## src/rtl/ysyx_25040129_issue_scoreboard.sv

```systemverilog
// Issue scoreboard: pending-write counters, youngest-first operand forwarding,
// RAW/WAW stall generation and a registered valid/ready output slot toward EXU.
module ysyx_25040129_issue_scoreboard #(
    parameter int XLEN       = 32,
    parameter int NREGS      = 16,
    parameter int REG_AW     = 4,
    parameter int FWD_STAGES = 3,
    parameter int CNT_W      = 2
) (
    input  logic                         clk,
    input  logic                         rst_n,
    input  logic                         in_valid,
    output logic                         in_ready,
    input  logic [REG_AW-1:0]            in_src1_id,
    input  logic [REG_AW-1:0]            in_src2_id,
    input  logic                         in_src1_use,
    input  logic                         in_src2_use,
    input  logic [XLEN-1:0]              in_src1_reg,
    input  logic [XLEN-1:0]              in_src2_reg,
    input  logic [REG_AW-1:0]            in_rd,
    input  logic                         in_rd_we,
    input  logic [FWD_STAGES*REG_AW-1:0] fwd_rd,
    input  logic [FWD_STAGES-1:0]        fwd_we,
    input  logic [FWD_STAGES-1:0]        fwd_dvalid,
    input  logic [FWD_STAGES*XLEN-1:0]   fwd_data,
    input  logic                         retire_valid,
    input  logic [REG_AW-1:0]            retire_rd,
    input  logic                         flush,
    output logic                         out_valid,
    input  logic                         out_ready,
    output logic [XLEN-1:0]              out_src1,
    output logic [XLEN-1:0]              out_src2,
    output logic [REG_AW-1:0]            out_rd,
    output logic                         out_rd_we,
    output logic                         sb_err
);

    localparam logic [CNT_W-1:0] CNT_MAX = '1;

    logic [CNT_W-1:0] pending [NREGS];

    logic            haz1, haz2, waw, hazard;
    logic [XLEN-1:0] opnd1, opnd2;
    logic            issue, retire;
    logic [NREGS-1:0] inc_vec, dec_vec;

    // Returns {hazard, operand}. The loop walks oldest to youngest so the
    // lowest-index matching stage is the one that sticks.
    function automatic logic [XLEN:0] resolve(
        input logic                         use_src,
        input logic [REG_AW-1:0]            id,
        input logic [XLEN-1:0]              reg_data,
        input logic [CNT_W-1:0]             pend,
        input logic [FWD_STAGES*REG_AW-1:0] f_rd,
        input logic [FWD_STAGES-1:0]        f_we,
        input logic [FWD_STAGES-1:0]        f_dv,
        input logic [FWD_STAGES*XLEN-1:0]   f_data
    );
        logic            hit;
        logic            haz;
        logic [XLEN-1:0] val;
        hit = 1'b0;
        haz = 1'b0;
        val = reg_data;
        if (use_src && id != '0) begin
            for (int k = FWD_STAGES - 1; k >= 0; k--) begin
                if (f_we[k] && f_rd[k*REG_AW +: REG_AW] == id) begin
                    hit = 1'b1;
                    haz = !f_dv[k];
                    val = f_data[k*XLEN +: XLEN];
                end
            end
            if (!hit && pend != '0) haz = 1'b1;
        end
        return {haz, val};
    endfunction

    always_comb begin
        {haz1, opnd1} = resolve(in_src1_use, in_src1_id, in_src1_reg, pending[in_src1_id],
                                fwd_rd, fwd_we, fwd_dvalid, fwd_data);
        {haz2, opnd2} = resolve(in_src2_use, in_src2_id, in_src2_reg, pending[in_src2_id],
                                fwd_rd, fwd_we, fwd_dvalid, fwd_data);
        waw      = in_rd_we && (in_rd != '0) && (pending[in_rd] == CNT_MAX);
        hazard   = haz1 || haz2 || waw;
        in_ready = !flush && !hazard && (!out_valid || out_ready);
        issue    = in_valid && in_ready;
        retire   = retire_valid && (retire_rd != '0) && !flush;
    end

    always_comb begin
        inc_vec = '0;
        dec_vec = '0;
        if (issue && in_rd_we && in_rd != '0) inc_vec[in_rd] = 1'b1;
        if (retire) dec_vec[retire_rd] = 1'b1;
    end

    // Simultaneous issue and retire on one register cancel out.
    always_ff @(posedge clk or negedge rst_n) begin
        if (!rst_n) begin
            for (int r = 0; r < NREGS; r++) pending[r] <= '0;
        end else if (flush) begin
            for (int r = 0; r < NREGS; r++) pending[r] <= '0;
        end else begin
            for (int r = 0; r < NREGS; r++) begin
                if (inc_vec[r] && !dec_vec[r])
                    pending[r] <= pending[r] + 1'b1;
                else if (dec_vec[r] && !inc_vec[r] && pending[r] != '0)
                    pending[r] <= pending[r] - 1'b1;
            end
        end
    end

    always_ff @(posedge clk or negedge rst_n) begin
        if (!rst_n)
            sb_err <= 1'b0;
        else if (retire && pending[retire_rd] == '0)
            sb_err <= 1'b1;
    end

    always_ff @(posedge clk or negedge rst_n) begin
        if (!rst_n) begin
            out_valid <= 1'b0;
            out_src1  <= '0;
            out_src2  <= '0;
            out_rd    <= '0;
            out_rd_we <= 1'b0;
        end else if (flush) begin
            out_valid <= 1'b0;
        end else if (issue) begin
            out_valid <= 1'b1;
            out_src1  <= opnd1;
            out_src2  <= opnd2;
            out_rd    <= in_rd;
            out_rd_we <= in_rd_we;
        end else if (out_valid && out_ready) begin
            out_valid <= 1'b0;
        end
    end

endmodule

```

## config.mk

```make
export PLATFORM = sky130hd
export DESIGN_NAME = ysyx_25040129_issue_scoreboard
export DESIGN_NICKNAME = d
export VERILOG_FILES = /design/src/rtl/ysyx_25040129_issue_scoreboard.sv
export SDC_FILE = /design/constraint.sdc
export NUM_CORES = 1
export LEC_CHECK = 0
export BUFFER_PORTS_ARGS = -buffer_cell sky130_fd_sc_hd__buf_4
export CORE_MARGIN = 3
export CORE_UTILIZATION = 30
export CTS_BUF_LIST = sky130_fd_sc_hd__clkbuf_16
export DETAILED_ROUTE_END_ITERATION = 6
export SLEW_MARGIN = 10
export SYNTH_ARGS = -nofsm -noshare
export SYNTH_HDL_FRONTEND = slang
export SYNTH_SLANG_ARGS = --single-unit
export TNS_END_PERCENT = 5
```

## constraint.sdc

```tcl
create_clock -name clk -period 4.02 [get_ports clk]
set_clock_uncertainty 0.2 [all_clocks]
set_input_delay 0.804 -clock clk [delete_from_list [all_inputs] [get_ports clk]]
set_output_delay 0.804 -clock clk [all_outputs]
set_load 0.02 [all_outputs]
```

# After elaboration in Yosys (flattened, before gate mapping)
# Cells that the tools add are included.
[op_classes]
eq_ne = 7
n_lt_le_gt_ge = 8
muxes = 80
n_reduce_logical = 155
n_mul = 0
n_div = 0
shift = 0
addsub = 32
bitwise = 5
[op_table]
columns = ["cell", "n"]
rows = [
  ["2-to-1 mux 32 bit", 9],
  ["2-to-1 mux 2 bit", 40],
  ["logical AND 1 bit", 71],
  ["nonzero test 3 bit", 17],
  ["zero test 1 bit", 40],
  ["nonzero test 2 bit", 18],
  ["adder 2 x 1 -> 2 bit (second input constant)", 16],
  ["binary-select mux 2 bit (select 4 bit)", 4],
  ["2-to-1 mux 16 bit", 2],
  ["subtractor 2 x 1 -> 2 bit (second input constant)", 16],
  ["== test 4 bit", 6],
  ["2-to-1 mux 1 bit", 23],
  ["greater-or-equal comparator 5 bit (second input constant)", 4],
  ["NOT 4 -> 5 bit", 4],
  ["nonzero test 4 bit", 4],
  ["less-than comparator 4 x 5 -> 1 bit (second input constant)", 2],
  ["demux 1 bit (select 4 bit)", 2],
  ["greater-or-equal comparator 4 x 1 -> 1 bit (second input constant)", 2],
  ["logical OR 1 bit", 3],
  ["== test 2 bit (second input constant)", 1],
  ["zero test 2 bit", 1],
  ["AND reduction 2 bit", 1],
  ["NOT 1 bit", 1],
]
[word_totals]
latchBits = 0
word_cells = 309
reg_bits = 103
memories = 0
mem_bits_rw = 0
rom_bits = 0

# Logic depth before layout (Yosys ltp)
# Gate-level depths: netlist of the first run.
[logic_depth]
word_depth = 25
mapped_depth = 12
ltp_nobuf = 8

# Least setup slack after synthesis of the first run
# Ideal clock, no wire load.
[synth_timing]
path_kind = "input to output"
start = "input in_src1_id[3]"
end = "output in_ready"
path_buffers = 3
setup_slack_ns = -0.062
path_stages = 9
arrival_ns = 3.078
cell_sequence = "buf_2 -> xor2_1 -> nor4_4 -> nand2_2 -> a311oi_2 -> o221ai_2 -> buf_6 -> buf_6 -> nor4b_1"
[synth_via]
elab_chain_len = 15
[synth_rtl]
columns = ["element", "line", "source"]
rows = [
  ["start, declared", "14", "input logic [REG_AW-1:0] in_src1_id,"],
  ["== test 4 bit", "67", "if (f_we[k] && f_rd[k*REG_AW +: REG_AW] == id) begin"],
  ["logical AND 1 bit", "67", ""],
  ["2-to-1 mux 1 bit (3 in a row)", "67", ""],
  ["2-to-1 mux 1 bit", "65", "if (use_src && id != '0) begin"],
  ["zero test 1 bit", "73", "if (!hit && pend != '0) haz = 1'b1;"],
  ["logical AND 1 bit", "73", ""],
  ["2-to-1 mux 1 bit", "73", ""],
  ["2-to-1 mux 1 bit *", "65", ""],
  ["logical OR 1 bit * (2 in a row)", "84", "hazard = haz1 || haz2 || waw;"],
  ["zero test 1 bit *", "85", "in_ready = !flush && !hazard && (!out_valid || out_ready);"],
  ["logical AND 1 bit * (2 in a row)", "85", ""],
  ["end, declared", "13", "output logic in_ready,"],
]
# Mark *: on every way between the ends. The rest lies on a longest branch, timed or not. The select of a mux whose other input is x is not followed.

# Worst setup path in the final report of the first run
[layout_timing]
start = "input in_rd[0]"
end = "output in_ready"
[layout_via]
elab_chain_len = 10
[layout_rtl]
columns = ["element", "line", "source"]
rows = [
  ["start, declared", "20", "input logic [REG_AW-1:0] in_rd,"],
  ["NOT 4 -> 5 bit (implied by the code)", "83", "waw = in_rd_we && (in_rd != '0) && (pending[in_rd] == CNT_MAX);"],
  ["binary-select mux 2 bit (select 4 bit)", "83", ""],
  ["2-to-1 mux 2 bit (implied by the code) (2 in a row)", "83", ""],
  ["== test 2 bit", "83", ""],
  ["logical AND 1 bit *", "83", ""],
  ["logical OR 1 bit *", "84", ""],
  ["zero test 1 bit *", "85", ""],
  ["logical AND 1 bit * (2 in a row)", "85", ""],
]
# Marks and branches as above.

==> impl_metrics.json, run 1 <==
{
  "setup-violations-final": 0,
  "numCtsBuffers": 9,
  "fin_area_mm2": 0.0106,
  "cap_violations": 0,
  "drt_iter0_drc": 543,
  "finalNetCount": 1398,
  "fp.dieW_um": 169,
  "pin_count": 275,
  "cpPeakStageDelay_ps": 510,
  "synth_commonest_cells": "nor2_1 (174), a21oi_1 (136), dfrtp_1 (103)",
  "clk_pin_slew_ps": 80,
  "cts_tree": "yes",
  "path_class": "in2out",
  "synth_top_area_share_pct": 32.5,
  "grt_pass1_wl_um": 44700,
  "placed_area_mm2": 0.0103,
  "track_usage_pct": 19.9,
  "ys_top_cells_by_area": "dfrtp_1 (33%), a21oi_1 (8.6%), mux2i_1 (8.3%)",
  "drc": 0,
  "ctsRootBufferMaster": "clkbuf_16",
  "rsz0062_at_grt": "false",
  "path_cells": "buf_4 > mux4_2 > nor2b_1 > a211oi_1 > a21oi_1 > o211a_1 > nor4b_2 > buf_4",
  "cts.sinks": 103,
  "postCtsSetupBuffers": 0,
  "insertion_delay_ps": 360,
  "cp_max_fo": 13,
  "timing.critical_path.mode_cell": "buf_4",
  "area_growth_syn_to_layout_pct": 34.2,
  "hpwlAfterDp_um": 22700,
  "status": "completed",
  "initial_core_util_pct": 31.0,
  "p_per_area_mw_per_mm2": 334,
  "routedWlPerCell_um": 19.3,
  "regArea_mm2": 0.00258,
  "wirelength_um": 29500,
  "cp_slowest_cell": "mux4_2",
  "grt_max_degree": 65,
  "max_freq_mhz": 263,
  "grt.overflow.total": 0,
  "crit_start": "in_rd[0]",
  "drt_first_pass_iters": 7,
  "timing.rr.start": "pending[14]",
  "worst_slew_pin_slew_ps": 707,
  "crit_path_end": "in_ready",
  "synth_most_common_cell": "nor2_1",
  "syn_nets": 1163,
  "vias": 8232,
  "setup_tns_ps": 0,
  "worstPathArrival_ps": 2800,
  "antenna_left": 0,
  "irDropWorstVdd_mv": 0.213,
  "whs_ps": 267,
  "synthesis.area_mm2": 0.00793,
  "drive_gt1_share_pct": 30.6,
  "cts-resized-gates": 0,
  "final_max_slew_viol_count": 0,
  "reg2reg_slack_ps": 930,
  "synth_flop_cell": "dfrtp_1",
  "port_buffers": 274,
  "postSynthAreaPerCell_um2": 8.26,
  "async_flop_share_pct": 100,
  "grt_antenna_before_repair": 0,
  "ys_warn_count": 0,
  "yosys.area.top_type": "dfrtp_1",
  "gp_congestion": 0.926,
  "yosysSeqAreaShare_pct": 32.5,
  "finalCritPeriodShare_pct": 94.7,
  "crit_path_start_kind": "primary input",
  "holdBufCountCts": 0,
  "ff2ff_path_depth": 9,
  "first_global_vias": 7789,
  "synthDistinctLibCells": 61,
  "cts_max_level": 3,
  "diodes": 0,
  "fp.dieArea_mm2": 0.0284,
  "hold_path_class": "in2async",
  "post-route-min-period_ps": 3810,
  "slew_headroom_pct": 52.9,
  "synth-seq-cells": 103,
  "leakagePower_uw": 0.00501,
  "syn_inst": 960,
  "die_h_um": 169,
  "r2r_end": "pending[4]",
  "synth_edf_count": 0,
  "cp-end-kind": "primary output",
  "cp.required_ps": 3020,
  "nFillCells": 2615,
  "cts_buffer_depth": 2,
  "core.rowCount": 58,
  "core_mm2": 0.0255,
  "multi_input_area_mm2": 0.00495,
  "hold_violations": 0,
  "vias_per_cell": 5.38
}
[worst min path at each step]
stage	from	end	cells after the start
finish	rst_n	pending[0]	1
global route	sb_err	sb_err	1
CTS	rst_n	pending[0]	1
detailed placement	sb_err	sb_err	1
global placement	sb_err	sb_err	1
floorplan	pending[30]	pending[30]	2
[stage by stage]
stage | power, uW | setup slack [ps] | instances | util (%)
4_1_cts | 3600 | 202 | 1530 | 41.6
6_report | 3550 | 213 | 1530 | 41.6
3_5_place_dp | 2680 | 223 | 1514 | 40.5
3_3_place_gp | 2670 | 189 | 1514 | 40.5
5_1_grt | 3740 | 28.4 | 1530 | 41.6
2_1_floorplan | 2000 | 212 | 960 | -
[power breakdown]
part | switching, uW | internal (uW)
Sequential | 104 | 1220
Combinational | 748 | 574
Clock | 466 | 438
[registers in the layout (all words and copies together), names as in the netlist]
| register | flops |
|---|---|
| pending | 32 |
| out_rd_we | 1 |
| out_rd | 4 |
| sb_err | 1 |
| out_src2 | 32 |
| out_valid | 1 |
| out_src1 | 32 |
[metal layers]
metal / up-vias / GRT usage (%) / part of all wire (%)
met5: - / 0 / 0
met4: 0 / 6.47 / 2.9
met3: 40 / 3.97 / 6.0
met2: 250 / 32.4 / 48
met1: 3963 / 26.6 / 43
li1: 3979 / - / -
[cell type report]
type / count / share of cell area, %
clock buffers: 9 / 2.12
clock inverters: 7 / 0.623
inverters: 18 / 0.635
multi-input cells: 762 / 46.6
flip-flops and latches: 103 / 24.2
well taps: 330 / 3.88
repair buffers: 301 / 22.0
[cells by family (layout without fill, tap and decap cells)]
group / Yosys count / after routing / share of synthesized area, %
xor gates and xnor gates: 30 / 30 / 3.31
DFF: 103 / 103 / 32.5
muxes: 87 / 87 / 13.4
AOI/OAI and AO/OA: 285 / 285 / 22.8
and+or+nand+nor: 360 / 360 / 22.7
buffers and inverters: 95 / 335 / 5.29
[placed cells by master (no fill, tap or decap), drive strengths merged, types with 5 or more instances in the layout]
| master | instances |
|---|---|
| a21oi | 136 |
| o21bai | 8 |
| a211oi | 68 |
| o211ai | 11 |
| nand3 | 13 |
| mux4 | 15 |
| nor2 | 174 |
| nor3 | 18 |
| nand2 | 59 |
| a221oi | 5 |
| a31oi | 5 |
| mux2 | 6 |
| nor2b | 16 |
| o21ai | 28 |
| buf | 301 |
| mux2i | 66 |
| and3 | 19 |
| xor2 | 26 |
| clkbuf | 9 |
| nor4 | 23 |
| nor3b | 5 |
| nor4b | 10 |
| a21o | 5 |
| inv | 23 |
| dfrtp | 103 |
[worst max-delay path, delay by kind of cell]
kind / cells / cell delay (ps)
compound gates: 3 / 430
buf+inv: 2 / 440
mux: 1 / 510
simple gates: 2 / 610
(Power assumes the default switching activity.)
==> run 2, diff against run 1 <==
==> constraint.sdc (replaced) <==
create_clock -name clk -period 3.45 [get_ports clk]
set_clock_uncertainty 0.2 [all_clocks]
set_input_delay 0.69 -clock clk [delete_from_list [all_inputs] [get_ports clk]]
set_output_delay 0.69 -clock clk [all_outputs]
set_load 0.02 [all_outputs]
==> run 2 against run 1 <==
- worst hold slack got worse by 110 ps
- global-route usage increased by 0.82 points
- largest power group is now combinational logic
- combinational power grew 19%
- clock-buffer cell count unchanged
==> impl_metrics.json, run 2 (synthesized netlist as in run 1, its figures left out) <==
{
  "status": "completed",
  "drt_first_pass_iters": 5,
  "post-route-min-period_ps": 3380,
  "drive_gt1_share_pct": 33.4,
  "whs_ps": 156,
  "drc": 0,
  "final_max_slew_viol_count": 0,
  "cp_max_fo": 7,
  "grt_antenna_before_repair": 0,
  "final_common_cell": "buf_4",
  "cap_violations": 0,
  "cts_tree": "yes",
  "slew_headroom_pct": 52.8,
  "antenna_left": 0,
  "final_core_util_pct": 42.8,
  "worstPathArrival_ps": 2490,
  "mostFrequentLayoutCells": "buf_4 (315), nor2_1 (168), a21oi_1 (136)",
  "crit_path_start_kind": "flop",
  "port_buffers": 274,
  "rsz0062_at_grt": "true",
  "drt_iter0_drc": 661,
  "vias_per_cell": 5.36,
  "grt.overflow.total": 0,
  "hpwlAfterDp_um": 23700,
  "fp.dieW_um": 169,
  "area_growth_syn_to_layout_pct": 38.1,
  "grt_pass1_wl_um": 46500,
  "finalNetCount": 1421,
  "clk_pin_slew_ps": 90,
  "cp-end-kind": "primary output",
  "path_cells": "mux2_4 > a221o_1 > mux2i_1 > nor2_1 > o211a_1 > nor4b_4 > buf_4",
  "cts.sinks": 103,
  "cts_max_level": 3,
  "first_global_vias": 7953,
  "cp_slowest_cell": "dfrtp_2",
  "max_freq_mhz": 296,
  "track_usage_pct": 20.7,
  "pin_count": 275,
  "numCtsBuffers": 9,
  "die_h_um": 169,
  "p_per_area_mw_per_mm2": 386,
  "insertion_delay_ps": 360,
  "cp_num_buf_inv": 1,
  "core_mm2": 0.0255,
  "diodes": 0,
  "dpl.cell_count": 1534,
  "leakagePower_uw": 0.00517,
  "worst_slew_pin_slew_ps": 707,
  "hold_path_class": "in2async",
  "ctsRootBufferMaster": "clkbuf_16",
  "fp.dieArea_mm2": 0.0284,
  "routedWlPerCell_um": 19.7,
  "crit_family": "compound AO/OA/AOI/OAI gates",
  "hold_violations": 0,
  "final_cell_count_no_fill": 1553,
  "irDropWorstVdd_mv": 0.231,
  "cts_buffer_depth": 2,
  "grt_max_degree": 65,
  "cp.required_ps": 2560,
  "gp_congestion": 0.965,
  "setup_tns_ps": 0,
  "setup-violations-final": 0,
  "cpPeakStageDelay_ps": 470,
  "holdBufCountCts": 0,
  "vias": 8317,
  "path_class": "reg2out",
  "wirelength_um": 30600,
  "initial_core_util_pct": 31.0,
  "finalCritPeriodShare_pct": 97.9,
  "top_regs": "out_src1: 32 flops, out_src2: 32 flops, pending: 32 flops",
  "core.rowCount": 58
}
-- run 2: worst register-to-register path, stage by stage (launching register included) --
cell and delay [ps]:
dfrtp_1 470, nor2_2 120, mux4_2 470, a221oi_1 350
o2111ai_2 200, o221ai_4 150, buf_4 170, buf_4 190
nor4_1 90, or3b_1 380, a221oi_1 280
-- run 2: repair_timing --
item	4_1_cts	5_1_grt
setup buffers	0	3
setup endpoints to repair	1	1
pin swaps	1	6
resized for setup	1	20
-- run 2: per-stage QoR --
stage,instance area (um2),setup WS [ps],power [uW]
after detailed placement,10500,-47.2,3130
after floorplan,7970,4.45,2330
after CTS,10800,3.34,4260
after global placement,10500,-41.7,3120
after global routing,10900,-7.82,4440
final,10900,72.6,4230
-- run 2: path summary, 6_finish.rpt --
| check | startpoint | slack (ps) | endpoint | cells after the start |
|---|---|---|---|---|
| setup reg to reg | pending[8] | 290 | pending[26] | 10 |
| setup / recovery | pending[28] | 70 | in_ready | 7 |
| min in group clk | sb_err | 290 | sb_err | 1 |
| max in group asynchronous | rst_n | 2060 | out_src1[27] | 2 |
| hold / removal | rst_n | 160 | pending[15] | 1 |
| hold reg to reg | sb_err | 290 | sb_err | 1 |
-- run 2: power breakdown --
| group | leakage [uW] | internal, uW | switching, uW | total (uW) |
|---|---|---|---|---|
| combinational | 0.00378 | 691 | 875 | 1570 |
| clock | 0.000155 | 577 | 536 | 1110 |
| sequential | 0.00123 | 1430 | 124 | 1550 |
| total | 0.00517 | 2690 | 1530 | 4230 |
-- run 2: cell type report --
cell class | instances | area [um2]
inverter | 18 | 67.6
clock buffer | 9 | 225
timing repair buffer | 324 | 2530
tap | 330 | 413
clock inverter | 7 | 82.6
sequential | 103 | 2580
fill | 2578 | 14600
multi-input combinational | 762 | 5050
-- run 2: layer usage --
layer  GRT usage (%)  up-vias  share of wire (%)
met4            5.98        0                2.6
li1                -     4010                  -
met2            34.2      260                 49
met5               0        -                  0
met1            27.6     4007                 42
met3            4.09       40                6.3
==> run 3, diff against run 2 <==
--- a/config.mk
+++ b/config.mk
@@ -10,6 +10,7 @@
 export CORE_UTILIZATION = 30
 export CTS_BUF_LIST = sky130_fd_sc_hd__clkbuf_16
 export DETAILED_ROUTE_END_ITERATION = 6
+export RECOVER_POWER = 25
 export SLEW_MARGIN = 10
 export SYNTH_ARGS = -nofsm -noshare
 export SYNTH_HDL_FRONTEND = slang
==> run 3 against run 2 <==
- sequential share of layout area is essentially flat
- combinational power is essentially flat
- final cell count is the same
- flip-flop and latch count is the same
- sequential power is essentially flat
- via count shrank 0.28%
- final area shrank 0.16%
- register-to-register slack is essentially flat
- first-iteration DRC count shrank 0.30%
- clock power is essentially flat
==> impl_metrics.json, run 3 (synthesized netlist as in run 1, its figures left out) <==
{
  "status": "completed",
  "holdBufCountCts": 0,
  "whs_ps": 289,
  "cp.required_ps": 2560,
  "leakagePower_uw": 0.00515,
  "finalNetCount": 1421,
  "initial_core_util_pct": 31.0,
  "top_regs": "out_src1: 32 flops, out_src2: 32 flops, pending: 32 flops",
  "grt.overflow.total": 0,
  "drt_iter0_drc": 659,
  "timing.rr.start": "pending[8]",
  "diodes": 0,
  "cts.sinks": 103,
  "hold-path-cell-count": 1,
  "drt_first_pass_iters": 5,
  "irDropWorstVdd_mv": 0.231,
  "antenna_left": 0,
  "slew_headroom_pct": 8.60,
  "die_h_um": 169,
  "p_sw_share_pct": 36.3,
  "hpwlAfterDp_um": 23700,
  "clk_pin_slew_ps": 70,
  "vias_per_cell": 5.34,
  "cts_buffer_depth": 2,
  "insertion_delay_ps": 360,
  "worstHoldStart": "sb_err",
  "final_max_slew_viol_count": 0,
  "mostFrequentLayoutCells": "buf_4 (310), nor2_1 (168), a21oi_1 (136)",
  "gp_congestion": 0.965,
  "setup_tns_ps": 0,
  "cp_max_fo": 3,
  "cts_max_level": 3,
  "finalCritPeriodShare_pct": 97.9,
  "core_mm2": 0.0255,
  "hold_violations": 0,
  "p_comb_share_pct": 37.0,
  "hold-path-endpoint": "sb_err",
  "cts_tree": "yes",
  "post-route-min-period_ps": 3380,
  "ctsRootBufferMaster": "clkbuf_16",
  "pin_count": 275,
  "routedWlPerCell_um": 19.7,
  "wirelength_um": 30500,
  "track_usage_pct": 20.7,
  "drive_gt1_share_pct": 33.0,
  "p_clk_share_pct": 26.3,
  "cap_violations": 0,
  "worstPathArrival_ps": 2490,
  "max_freq_mhz": 296,
  "area_growth_syn_to_layout_pct": 37.8,
  "hold_path_class": "reg2reg",
  "placed_area_mm2": 0.0105,
  "fin_area_mm2": 0.0109,
  "grt_antenna_before_repair": 0,
  "setup-violations-final": 0,
  "p_sw_uw": 1530,
  "port_buffers": 274,
  "first_global_vias": 7953,
  "crit_path_start_kind": "primary input",
  "numCtsBuffers": 9,
  "grt_max_degree": 65,
  "fp.dieArea_mm2": 0.0284,
  "final_common_cell": "buf_4",
  "vias": 8294,
  "reg2reg_slack_ps": 280,
  "r2r_end": "pending[26]",
  "p_per_area_mw_per_mm2": 386,
  "worst_slew_pin_slew_ps": 1370,
  "path_class": "in2out",
  "rsz0062_at_grt": "true",
  "drc": 0,
  "ff2ff_path_depth": 10,
  "cp-end-kind": "primary output",
  "internal-power_uw": 2690,
  "p_seq_share_pct": 36.7,
  "core.rowCount": 58,
  "fp.dieW_um": 169,
  "grt_pass1_wl_um": 46500
}
==> run 3: critical path, stage by stage <==
cell      delay, ps
buf_4           130
xor2_2          180
nor4_4          320
nand2_2         110
a311oi_2        360
o221ai_4        190
nor4b_4         310
buf_4           200
==> run 3: worst max-delay path by stage <==
stage                        startpoint  slack [ps]           to
after floorplan           in_src1_id[0]           4     in_ready
after global placement    in_src2_id[0]         -40     in_ready
after detailed placement  in_src2_id[1]         -50  pending[26]
after CTS                   pending[10]           3     in_ready
after global routing        pending[28]          -8     in_ready
final                         fwd_rd[4]          70     in_ready
==> run 3: stage by stage <==
stage	worst slack (ps)	std cells	util, %	power (uW)
after CTS	3.34	1550	42.5	4260
after floorplan	4.45	960	-	2330
after global placement	-41.7	1534	41.2	3120
after detailed placement	-47.2	1534	41.2	3130
after global routing	-7.82	1553	42.8	4440
final	71.3	1553	42.8	4220
==> run 3: cell type report <==
| class | instances | area [um2] |
|---|---|---|
| clock buffer | 9 | 225 |
| clock inverter | 7 | 82.6 |
| fill | 2578 | 14600 |
| inverter | 18 | 67.6 |
| multi-input combinational | 762 | 5050 |
| sequential | 103 | 2580 |
| tap | 330 | 413 |
| timing repair buffer | 324 | 2510 |
==> run 3: repair_timing <==
| item | 4_1_cts | 5_1_grt |
|---|---|---|
| buffers inserted | 0 | 3 |
| setup endpoints to repair | 1 | 1 |
| resized for setup | 1 | 20 |
| pin swaps | 1 | 6 |
| endpoints found under the hold margin | 0 | 0 |
==> run 3: metal layers <==
metal  track usage [%]  share of wire [%]
met3              4.09                6.5
met4              5.98                2.6
met5                 0                  0
met1              27.6                 42
met2              34.2                 49
==> run 3: power by group through the flow <==
stage | Clock [uW] | Combinational, uW | Sequential, uW
2_1_floorplan | 0 | 493 | 1840
3_3_place_gp | 0 | 1550 | 1570
3_5_place_dp | 0 | 1560 | 1570
4_1_cts | 1140 | 1560 | 1550
5_1_grt | 1180 | 1670 | 1580
6_report | 1110 | 1560 | 1550
